[src/rtl/hdlc_rx_arbiter_pkg.sv]
// rtl/hdlc_rx_arbiter_pkg.sv - shared state encodings and defaults for the HDLC receive arbiter
package hdlc_rx_arbiter_pkg;

    typedef enum logic {
        IDLE  = 1'b0,
        GRANT = 1'b1
    } state_t;

    localparam int DEFAULT_TIMEOUT = 255;
    localparam int CH_W            = 3;

    // Round-robin scan starts one past the last granted channel.
    function automatic logic [CH_W-1:0] rr_next(input logic [CH_W-1:0] last, input int n);
        return (int'(last) == n - 1) ? '0 : last + 3'd1;
    endfunction

endpackage

[src/rtl/hdlc_rx_arbiter_if.sv]
// rtl/hdlc_rx_arbiter_if.sv - channel FIFO heads and byte output bundle of the receive arbiter
interface hdlc_rx_arbiter_if #(
    parameter int N = 4
);
    logic [8*N-1:0] ch_data;
    logic [N-1:0]   ch_empty;
    logic [N-1:0]   ch_start;
    logic [N-1:0]   ch_get;
    logic [7:0]     out_data;
    logic           out_valid;
    logic           out_ready;
    logic           out_sof;
    logic [2:0]     out_ch;
    logic           out_abort;

    modport master (
        input  ch_data, ch_empty, ch_start, out_ready,
        output ch_get, out_data, out_valid, out_sof, out_ch, out_abort
    );

    modport slave (
        output ch_data, ch_empty, ch_start, out_ready,
        input  ch_get, out_data, out_valid, out_sof, out_ch, out_abort
    );
endinterface

[src/rtl/hdlc_rx_arbiter_rr_pick.sv]
// rtl/hdlc_rx_arbiter_rr_pick.sv - round-robin pick of the first request at or after a pointer
module rr_pick #(
    parameter int N = 4
) (
    input  logic [N-1:0] i_req,
    input  logic [2:0]   i_ptr,
    output logic         o_valid,
    output logic [2:0]   o_idx
);
    logic [3:0] w_dist;
    logic [3:0] w_best;

    // Winner is the requester with the smallest rotated distance from the pointer.
    always_comb begin
        o_valid = 1'b0;
        o_idx   = '0;
        w_best  = 4'hF;
        w_dist  = '0;
        for (int k = 0; k < N; k++) begin
            w_dist = 4'(k) + 4'(N) - {1'b0, i_ptr};
            if (w_dist >= 4'(N)) begin
                w_dist = w_dist - 4'(N);
            end
            if (i_req[k] && (w_dist < w_best)) begin
                w_best  = w_dist;
                o_valid = 1'b1;
                o_idx   = 3'(k);
            end
        end
    end
endmodule

[src/rtl/hdlc_rx_arbiter.sv]
// rtl/hdlc_rx_arbiter.sv - frame-atomic round-robin merge of N HDLC receive FIFOs
// Optional empty-channel timeout enabled by HDLC_RX_ARBITER_TIMEOUT_EN.
module hdlc_rx_arbiter
    import hdlc_rx_arbiter_pkg::*;
#(
    parameter int N       = 4,
    parameter int TIMEOUT = DEFAULT_TIMEOUT
) (
    input  logic              clk,
    input  logic              reset,
    hdlc_rx_arbiter_if.master bus
);
    state_t          r_state, w_next_state;
    logic [CH_W-1:0] r_lock, w_next_lock;
    logic [CH_W-1:0] r_last_grant, w_next_last;
    logic            r_first, w_next_first;
    logic [7:0]      r_out_data;
    logic            r_out_valid;
    logic            r_out_sof;
    logic [CH_W-1:0] r_out_ch;

    logic [N-1:0]    w_req;
    logic [CH_W-1:0] w_ptr;
    logic            w_pick_valid;
    logic [CH_W-1:0] w_pick_idx;
    logic            w_orph_valid;
    logic [CH_W-1:0] w_orph_idx;
    logic            w_lock_empty, w_lock_start;
    logic [7:0]      w_lock_data;
    logic            w_slot_free, w_pop, w_orph_pop;
    logic [N-1:0]    w_get;
`ifdef HDLC_RX_ARBITER_TIMEOUT_EN
    logic [7:0]      r_tmo;
    logic            r_out_abort;
    logic            w_abort;
`endif

    assign w_req       = bus.ch_start & ~bus.ch_empty;
    assign w_ptr       = rr_next(r_last_grant, N);
    assign w_slot_free = !r_out_valid || bus.out_ready;

    rr_pick #(.N(N)) u_rr_pick (
        .i_req   (w_req),
        .i_ptr   (w_ptr),
        .o_valid (w_pick_valid),
        .o_idx   (w_pick_idx)
    );

    // Locked-channel head and lowest orphan head (non-start byte with no frame around it).
    always_comb begin
        w_lock_empty = 1'b1;
        w_lock_start = 1'b0;
        w_lock_data  = '0;
        w_orph_valid = 1'b0;
        w_orph_idx   = '0;
        for (int k = N - 1; k >= 0; k--) begin
            if (r_lock == CH_W'(k)) begin
                w_lock_empty = bus.ch_empty[k];
                w_lock_start = bus.ch_start[k];
                w_lock_data  = bus.ch_data[8*k +: 8];
            end
            if (!bus.ch_empty[k] && !bus.ch_start[k]) begin
                w_orph_valid = 1'b1;
                w_orph_idx   = CH_W'(k);
            end
        end
    end

    always_comb begin
        w_next_state = r_state;
        w_next_lock  = r_lock;
        w_next_last  = r_last_grant;
        w_next_first = r_first;
        w_pop        = 1'b0;
        w_orph_pop   = 1'b0;
`ifdef HDLC_RX_ARBITER_TIMEOUT_EN
        w_abort      = 1'b0;
`endif
        case (r_state)
            IDLE: begin
                if (w_pick_valid) begin
                    w_next_state = GRANT;
                    w_next_lock  = w_pick_idx;
                    w_next_first = 1'b1;
                end else if (w_orph_valid) begin
                    w_orph_pop = 1'b1;
                end
            end
            GRANT: begin
                if (!w_lock_empty) begin
                    if (r_first || !w_lock_start) begin
                        if (w_slot_free) begin
                            w_pop        = 1'b1;
                            w_next_first = 1'b0;
                        end
                    end else begin
                        // Next frame's start byte stays in the FIFO for re-arbitration.
                        w_next_state = IDLE;
                        w_next_last  = r_lock;
                    end
                end
`ifdef HDLC_RX_ARBITER_TIMEOUT_EN
                else if (r_tmo == 8'(TIMEOUT - 1)) begin
                    w_abort      = 1'b1;
                    w_next_state = IDLE;
                    w_next_last  = r_lock;
                end
`endif
            end
            default: w_next_state = IDLE;
        endcase
        for (int k = 0; k < N; k++) begin
            w_get[k] = (w_pop && (r_lock == CH_W'(k))) || (w_orph_pop && (w_orph_idx == CH_W'(k)));
        end
    end

    always_ff @(posedge clk or posedge reset) begin
        if (reset) begin
            r_state      <= IDLE;
            r_lock       <= '0;
            r_last_grant <= CH_W'(N - 1);
            r_first      <= 1'b0;
            r_out_data   <= '0;
            r_out_valid  <= 1'b0;
            r_out_sof    <= 1'b0;
            r_out_ch     <= '0;
        end else begin
            r_state      <= w_next_state;
            r_lock       <= w_next_lock;
            r_last_grant <= w_next_last;
            r_first      <= w_next_first;
            if (w_pop) begin
                r_out_data  <= w_lock_data;
                r_out_valid <= 1'b1;
                r_out_sof   <= r_first;
                r_out_ch    <= r_lock;
            end else if (bus.out_ready) begin
                r_out_valid <= 1'b0;
            end
`ifdef HDLC_RX_ARBITER_TIMEOUT_EN
            if (w_abort) begin
                r_out_ch <= r_lock;
            end
`endif
        end
    end

`ifdef HDLC_RX_ARBITER_TIMEOUT_EN
    always_ff @(posedge clk or posedge reset) begin
        if (reset) begin
            r_tmo       <= '0;
            r_out_abort <= 1'b0;
        end else begin
            r_out_abort <= w_abort;
            if (r_state == GRANT && w_lock_empty && !w_abort) begin
                r_tmo <= r_tmo + 8'd1;
            end else begin
                r_tmo <= '0;
            end
        end
    end
    assign bus.out_abort = r_out_abort;
`else
    assign bus.out_abort = 1'b0;
`endif

    assign bus.ch_get    = reset ? '0 : w_get;
    assign bus.out_data  = r_out_data;
    assign bus.out_valid = r_out_valid;
    assign bus.out_sof   = r_out_sof;
    assign bus.out_ch    = r_out_ch;
endmodule

[src/flat_wrapper.sv]
// flat-port wrapper written by rule: the top's interface ports become plain ports
module hdlc_rx_arbiter_flat import hdlc_rx_arbiter_pkg::*;
#(
    parameter int N       = 4,
    parameter int TIMEOUT = DEFAULT_TIMEOUT
)
  (clk, reset, bus_ch_data, bus_ch_empty, bus_ch_start, bus_out_ready, bus_ch_get, bus_out_data, bus_out_valid, bus_out_sof, bus_out_ch, bus_out_abort);
  hdlc_rx_arbiter_if #(.N(N)) bus_i ();
  input  logic clk;
  input  logic reset;
  input wire logic [$bits(bus_i.ch_data)-1:0] bus_ch_data;
  input wire logic [$bits(bus_i.ch_empty)-1:0] bus_ch_empty;
  input wire logic [$bits(bus_i.ch_start)-1:0] bus_ch_start;
  input wire logic [$bits(bus_i.out_ready)-1:0] bus_out_ready;
  output wire logic [$bits(bus_i.ch_get)-1:0] bus_ch_get;
  output wire logic [$bits(bus_i.out_data)-1:0] bus_out_data;
  output wire logic [$bits(bus_i.out_valid)-1:0] bus_out_valid;
  output wire logic [$bits(bus_i.out_sof)-1:0] bus_out_sof;
  output wire logic [$bits(bus_i.out_ch)-1:0] bus_out_ch;
  output wire logic [$bits(bus_i.out_abort)-1:0] bus_out_abort;
  assign bus_i.ch_data = bus_ch_data;
  assign bus_i.ch_empty = bus_ch_empty;
  assign bus_i.ch_start = bus_ch_start;
  assign bus_i.out_ready = bus_out_ready;
  assign bus_ch_get = bus_i.ch_get;
  assign bus_out_data = bus_i.out_data;
  assign bus_out_valid = bus_i.out_valid;
  assign bus_out_sof = bus_i.out_sof;
  assign bus_out_ch = bus_i.out_ch;
  assign bus_out_abort = bus_i.out_abort;
  hdlc_rx_arbiter #(.N(N), .TIMEOUT(TIMEOUT)) u_core (.clk(clk), .reset(reset), .bus(bus_i));
endmodule
[config.mk]
export PLATFORM = sky130hd
export DESIGN_NAME = hdlc_rx_arbiter_flat
export DESIGN_NICKNAME = d
export VERILOG_FILES = /design/src/rtl/hdlc_rx_arbiter_pkg.sv /design/src/rtl/hdlc_rx_arbiter_if.sv /design/src/rtl/hdlc_rx_arbiter_rr_pick.sv /design/src/rtl/hdlc_rx_arbiter.sv /design/src/flat_wrapper.sv
export SDC_FILE = /design/constraint.sdc
export NUM_CORES = 1
export LEC_CHECK = 0
export CAP_MARGIN = 20
export CORE_ASPECT_RATIO = 0.6
export CORE_MARGIN = 5
export CORE_UTILIZATION = 46
export DETAILED_ROUTE_END_ITERATION = 8
export PLACE_DENSITY = 0.93
export REMOVE_ABC_BUFFERS = 1
export SETUP_SLACK_MARGIN = 0.15
export SYNTH_ARGS = -nofsm -noshare
export SYNTH_HDL_FRONTEND = slang
export SYNTH_SLANG_ARGS = --single-unit
[constraint.sdc]
create_clock -name clk -period 5.65 [get_ports clk]
set_input_delay 1.13 -clock clk [delete_from_list [all_inputs] [get_ports clk]]
set_output_delay 1.13 -clock clk [all_outputs]
set_load 0.1 [all_outputs]
==> summary.md, run 1 <==
| Metric | Value |
|---|---|
| Run status | completed |
| Number of nets in the layout | 248 |
| Worst Reg2Reg Path Length in Cells | 17 |
| Maximum number of pins on one net before global-route repair | 21 |
| Top-level port count | 61 |
| Count of flip-flops with a built-in enable after synthesis | 0 |
| Number of distinct library cells after synthesis | 41 |
| Cell area after synthesis | 1470 um2 |
| Logic depth of the worst setup path including buffers | 11 |
| Cell Pwr Density | 601 nW/um2 |
| Reported leakage power | 0.000928 uW |
| Register area share after synthesis | 30.8% |
| Worst path top cell family by delay | simple AND/OR/NAND/NOR gates |
| Number of max-cap violations | 0 |
| Category of the worst setup path capture point | primary output |
| GRT Util Overall | 19.4% |
| Synth top area cells | sky130_fd_sc_hd__dfrtp_1 (27%), sky130_fd_sc_hd__mux4_1 (11%), sky130_fd_sc_hd__mux2_2 (8.4%) |
| Highest net fanout along the worst path | 8 |
| Sw Share | 55.2% |
| Yosys warnings | 0 |
| RSZ-0062 raised after global routing | no |
| Max incr delay on CP | 0.59 ns |
| Number of port buffers | 58 |
| First-iteration detailed-routing DRC count | 111 |
| Final critical-path share of the clock period | 95.0% |
| Final setup viols | 0 |
| Via density | 5.83 |
| Count of antenna diodes in the layout | 0 |
| Clock share of power | 7.0% |
| Routed vias | 1387 |
| Placeable Area | 2970 um2 |
| Commonest cells after routing, fill and taps aside | sky130_fd_sc_hd__clkdlybuf4s50_1 (54), sky130_fd_sc_hd__nor2_1 (16), sky130_fd_sc_hd__dfrtp_1 (16), sky130_fd_sc_hd__mux2_2 (11), sky130_fd_sc_hd__nand2_1 (10) |
| Clock transition at the registers of the reported paths | 0.06 ns |
| Number of cells on the worst hold path | 1 |
| Number of fill cells in the layout | 220 |
| Number of slew-limit violations in the final report | 0 |
| Share of total power in sequential cells | 21.3% |
| Cell-internal power | 583 uW |
| Final Hold Viols | 0 |
| Net load switching power | 718 uW |
| Post-synth top area share | 27.2% |
| Sequence of cells on the critical path | clkdlybuf4s50_1, nor2b_2, and3_1, o21bai_1, o2bb2ai_1, ha_1, o2111a_1, a21oi_1, or4_1, o22ai_1, buf_12 |
| Critical path startpoint category | input pin |
| TNS Setup | 0 ns |
| Clock tree sinks | 18 |
| First-pass GRT wire length | 6730 um |
| Combinational share of power | 71.7% |
| Final routed wire length divided by cell count | 18.3 um |
| Hold/Removal Path Class | flop to flop |
| Overflow left after global routing | 0 |
| Design area | 2160 um2 |
| Initial antenna violation count | 0 |
| Number of levels the H-tree was split into | 1 |
| Start-to-end type of the worst setup path | input pin to primary output |
| Synth Instances | 137 |
| Post-Route Utilization | 73.0% |
| Shortest clock period the worst path allows after layout | 5.37 ns |
| Starting utilization of the core area | 49.6% |
| Number of register bits inferred by synthesis | 18 |
| Most common flop cell mapped by yosys | sky130_fd_sc_hd__dfrtp_1 |
| Post-detailed-route count of antenna-violating nets | 0 |
| Arrival time at the worst endpoint | 4.24 ns |
| Worst VDD drop | 358 uV |
| Die W | 83.0 um |
| GPL Wtd Cong | 0.988 |
| Clk_lat worst skew | 0.26 ns |
| Worst-case headroom to the max-slew limit | 33.6% |
| Share of cells above drive strength 1 | 16.3% |
| Worst endpoint required time | 4.52 ns |
| Fin Hold WS | 0.512 ns |
| Post-route clock skew | 0.00785 ns |
| Total wirelength of the detailed-routed design | 4360 um |
| Deepest clock path buffer count | 2 |
| Die Y-Extent | 53.8 um |
| Area overhead of the layout relative to synthesis | 47.1% |
| CTS tree | done |
| Slowest-stage cell, CP | sky130_fd_sc_hd__or4_1 |
| Root Buffer Master | sky130_fd_sc_hd__clkbuf_8 |
| Largest area contributor in the netlist | sky130_fd_sc_hd__dfrtp_1 |
| Post-detailed-route DRC marker count | 0 |
| Share of flip-flops with an asynchronous set or reset after synthesis | 100% |
| Number of clock buffers inserted by TritonCTS | 3 |
| First-pass detailed-route iteration total | 4 |
| Row count | 15 |
| Vias in the first global route | 1485 |
| Cell area after placement | 2120 um2 |
| Most frequent standard cell in the layout excluding fill and tap cells | sky130_fd_sc_hd__clkdlybuf4s50_1 |
| HPWL Detailed | 3660 um |
| Avg Inst Size Synth | 10.7 um2 |
| Die area | 4460 um2 |
| Max Clk Rate | 0.186 GHz |
| Number of buffer and inverter instances along the worst setup path | 2 |
| Slew at the pin closest to its max-slew limit | 0.993 ns |
| Buffers inserted during post-CTS setup optimization | 0 |
| Design Power | 1300 uW |
cells by family after synthesis:
group           synth area share, %
simple gates                   17.4
flops                          30.8
xor+xnor                      0.596
compound gates                 14.0
mux                            25.3
other cells                   0.255
fa+ha+maj                      6.81
buf+inv                        4.94
stage by stage:
step                instances  worst slack [ns]
floorplan                 132             0.171
global placement          234             0.508
detailed placement        234             0.343
CTS                       238             0.276
global route              238             0.235
finish                    238             0.281
cell type report:
class	instances	area, um2	share of cell area, %
clock buffer	4	45.0	2.08
inverter	7	26.3	1.21
multi-input combinational	107	951	44.0
sequential	18	453	20.9
tap	42	52.6	2.43
timing repair buffer	60	636	29.4
sequential cells by signal (all words and copies together) (netlist names):
| signal | cells |
|---|---|
| u_core.bus.out_ch | 2 |
| u_core.bus.out_data | 8 |
| u_core.bus.out_sof | 1 |
| u_core.bus.out_valid | 1 |
| u_core.r_first | 1 |
| u_core.r_last_grant | 2 |
| u_core.r_lock | 2 |
| u_core.r_state | 1 |
worst reg2reg max path, delay by kind of cell, from the launching register on:
| kind | cells | cell delay, ns |
|---|---|---|
| AOI/OAI and AO/OA | 6 | 1.69 |
| DFF | 1 | 0.56 |
| buffers and inverters | 1 | 0.08 |
| adders and majority gates | 3 | 0.91 |
| and+or+nand+nor | 7 | 0.99 |
power groups by stage:
| stage | registers, uW | logic, uW | clock network, uW |
|---|---|---|---|
| after detailed placement | 279 | 929 | 0 |
| after global routing | 288 | 979 | 98.5 |
| after CTS | 276 | 933 | 93.0 |
| after global placement | 272 | 895 | 0 |
| final | 277 | 933 | 91.7 |
| after floorplan | 571 | 381 | 0 |
cell usage after synthesis (all sizes together), types with 2 or more instances:
cell type,n
nand3b,2
dfrtp,16
inv,7
a21oi,3
nand4,2
and2,3
nand2,10
and2b,2
a21o,2
dfstp,2
nor2,16
nand3,2
buf,6
a2111o,2
nor2b,3
ha,8
and3,2
o22ai,3
mux4,10
nor3,2
mux2,11
nand2b,4
o21ai,4
a32o,2
layer usage:
metal | track usage, % | part of all wire [%] | up-vias
li1 | - | - | 633
met1 | 21.9 | 38 | 662
met2 | 37.0 | 53 | 75
met3 | 3.67 | 6.3 | 17
met4 | 8.42 | 3.1 | 0
met5 | 0 | 0 | -
final timing paths:
kind                                          endpoint  slack (ns)                   start
worst min-delay path            u_core.bus.out_data[5]        0.51  u_core.bus.out_data[5]
worst max register to register        u_core.r_lock[0]        1.30  u_core.r_last_grant[0]
worst min register to register  u_core.bus.out_data[5]        0.51  u_core.bus.out_data[5]
max in group asynchronous       u_core.r_last_grant[1]        4.13                   reset
min in group asynchronous       u_core.bus.out_data[6]        1.25                   reset
worst max-delay path                     bus_ch_get[2]        0.28         bus_ch_start[1]
timing repair:
action | in CTS | in global routing
endpoints found under the setup margin | 0 | 2
resized for setup | 0 | 1
hold buffers | 0 | 0
No activity file was read; power rests on OpenSTA's default activity.
==> run 2: changes to the inputs <==
--- a/config.mk
+++ b/config.mk
@@ -10,7 +10,7 @@
 export CORE_MARGIN = 5
 export CORE_UTILIZATION = 46
 export DETAILED_ROUTE_END_ITERATION = 8
-export PLACE_DENSITY = 0.93
+export PLACE_DENSITY = 0.95
 export REMOVE_ABC_BUFFERS = 1
 export SETUP_SLACK_MARGIN = 0.15
 export SYNTH_ARGS = -nofsm -noshare
==> summary.md, run 2 (synthesis results as in run 1) <==
| Metric | Value |
|---|---|
| Maximum number of pins on one net before global-route repair | 21 (unchanged) |
| Reported leakage power | 0.000938 uW (was 0.000928 uW) |
| Root Buffer Master | sky130_fd_sc_hd__clkbuf_8 (unchanged) |
| Start-to-end type of the worst setup path | input pin to primary output (unchanged) |
| Number of flip-flops under the largest register name | 8 (unchanged) |
| CTS tree | done (unchanged) |
| Shortest clock period the worst path allows after layout | 5.25 ns (was 5.37 ns) |
| Most frequent standard cell in the layout excluding fill and tap cells | sky130_fd_sc_hd__clkdlybuf4s50_1 (unchanged) |
| RSZ-0062 raised after global routing | no (unchanged) |
| Die area | 4460 um2 (unchanged) |
| Vias in the first global route | 1467 (was 1485) |
| Row count | 15 (unchanged) |
| Final setup viols | 0 (unchanged) |
| Number of cells on the worst hold path | 1 (unchanged) |
| Routed vias | 1390 (was 1387) |
| Share of cells above drive strength 1 | 16.8% (was 16.3%) |
| First-iteration detailed-routing DRC count | 148 (was 111) |
| Run status | completed (unchanged) |
| Sequence of cells on the critical path | clkdlybuf4s50_1, nor2b_1, and3_1, o21bai_1, o2bb2ai_1, ha_1, o2111a_1, a21oi_1, or4_1, o22ai_1, buf_12 (was clkdlybuf4s50_1, nor2b_2, and3_1, o21bai_1, o2bb2ai_1, ha_1, o2111a_1, a21oi_1, or4_1, o22ai_1, buf_12) |
| TNS Setup | 0 ns (unchanged) |
| Worst endpoint required time | 4.52 ns (about the same) |
| Top-level port count | 61 (unchanged) |
| Arrival time at the worst endpoint | 4.12 ns (was 4.24 ns) |
| Critical path startpoint category | input pin (unchanged) |
| Post-detailed-route DRC marker count | 0 (unchanged) |
| Hold-fix buffers at CTS | 0 (unchanged) |
| First-pass GRT wire length | 6840 um (was 6730 um) |
| Total wirelength of the detailed-routed design | 4510 um (was 4360 um) |
| Post-Route Utilization | 73.5% (was 73.0%) |
| Category of the worst setup path capture point | primary output (unchanged) |
| Initial antenna violation count | 0 (unchanged) |
| Reg2Reg Setup Slack | 1.50 ns (was 1.30 ns) |
| Max incr delay on CP | 0.56 ns (was 0.59 ns) |
| Final routed wire length divided by cell count | 18.9 um (was 18.3 um) |
| Overflow left after global routing | 0 (unchanged) |
| Die Y-Extent | 53.8 um (unchanged) |
| Number of levels the H-tree was split into | 1 (unchanged) |
| Via density | 5.82 (was 5.83) |
| Clock transition at the registers of the reported paths | 0.07 ns (was 0.06 ns) |
| First-pass detailed-route iteration total | 4 (unchanged) |
| Post-route clock skew | 0.00444 ns (was 0.00785 ns) |
| Number of max-cap violations | 0 (unchanged) |
| Count of antenna diodes in the layout | 0 (unchanged) |
| Final Hold Viols | 0 (unchanged) |
| Buffers inserted during post-CTS setup optimization | 0 (unchanged) |
| HPWL Detailed | 3710 um (was 3660 um) |
| Slowest-stage cell, CP | sky130_fd_sc_hd__or4_1 (unchanged) |
| Area overhead of the layout relative to synthesis | 48.2% (was 47.1%) |
| Number of slew-limit violations in the final report | 0 (unchanged) |
| GPL Wtd Cong | 0.882 (was 0.988) |
| Highest net fanout along the worst path | 4 (was 8) |
| GRT Util Overall | 19.8% (was 19.4%) |
| Final critical-path share of the clock period | 92.8% (was 95.0%) |
| Number of clock buffers inserted by TritonCTS | 3 (unchanged) |
| Die W | 83.0 um (unchanged) |
| Worst VDD drop | 274 uV (was 358 uV) |
| Max Clk Rate | 0.191 GHz (was 0.186 GHz) |
| Cell Pwr Density | 604 nW/um2 (was 601 nW/um2) |
| Hold/Removal Path Class | flop to flop (unchanged) |
| Worst-case headroom to the max-slew limit | 32.0% (was 33.6%) |
| Number of port buffers | 58 (unchanged) |
| Clock tree sinks | 18 (unchanged) |
| Number of nets in the layout | 249 (was 248) |
| Worst Reg2Reg Path Length in Cells | 18 (was 17) |
| Starting utilization of the core area | 49.6% (unchanged) |
| # resized after CTS | 0 (unchanged) |
| Placeable Area | 2970 um2 (unchanged) |
| Slew at the pin closest to its max-slew limit | 1.02 ns (was 0.993 ns) |
| Post-detailed-route count of antenna-violating nets | 0 (unchanged) |
| Deepest clock path buffer count | 2 (unchanged) |
| Commonest cells after routing, fill and taps aside | sky130_fd_sc_hd__clkdlybuf4s50_1 (54), sky130_fd_sc_hd__nor2_1 (16), sky130_fd_sc_hd__dfrtp_1 (16), sky130_fd_sc_hd__mux2_2 (11), sky130_fd_sc_hd__nand2_1 (10) (unchanged) |
| Clk_lat worst skew | 0.26 ns (about the same) |
-- run 2: area by class of cell --
cell class              instances  area (um2)
well taps                      42        52.6
clock buffers                   4        55.1
repair buffers                 61         643
flip-flops and latches         18         453
inverters                       7        26.3
fillers                       206         787
multi-input cells             107         948
-- run 2: stage by stage --
stage	power [uW]	cells	setup WS, ns	instance area, um2	hold WS, ns
global placement	1170	235	0.614	2120	0.491
floorplan	951	132	0.171	1430	0.479
global route	1380	239	0.320	2180	0.540
finish	1320	239	0.405	2180	0.511
CTS	1320	239	0.436	2180	0.510
detailed placement	1200	235	0.446	2120	0.494
-- run 2: critical path, delay by kind of cell --
family	cells	cell delay (ns)
AOI/OAI and AO/OA	5	0.85
adders and majority gates	1	0.29
buffers and inverters	2	0.75
and+or+nand+nor	3	1.09
-- run 2: final timing paths --
kind / from / to
max: bus_ch_start[1] / bus_ch_get[2]
min: u_core.bus.out_ch[1] / u_core.bus.out_ch[1]
max reg2reg: u_core.r_last_grant[0] / u_core.r_lock[0]
min reg2reg: u_core.bus.out_ch[1] / u_core.bus.out_ch[1]
max in group asynchronous: reset / u_core.r_last_grant[1]
min in group asynchronous: reset / u_core.bus.out_valid
-- run 2: where the power goes --
part | internal [uW] | leakage (uW) | switching (uW)
clock | 62.0 | 0.0000288 | 46.5
sequential | 199 | 0.000206 | 79.5
combinational | 334 | 0.000703 | 595
-- run 2: layer usage --
| layer | global-route usage [%] | up-vias | wire (um) |
|---|---|---|---|
| met5 | 0 | - | 0 |
| met2 | 40.0 | 74 | 2440 |
| li1 | - | 633 | - |
| met4 | 5.98 | 0 | 76 |
| met1 | 22.5 | 670 | 1680 |
| met3 | 2.60 | 13 | 308 |
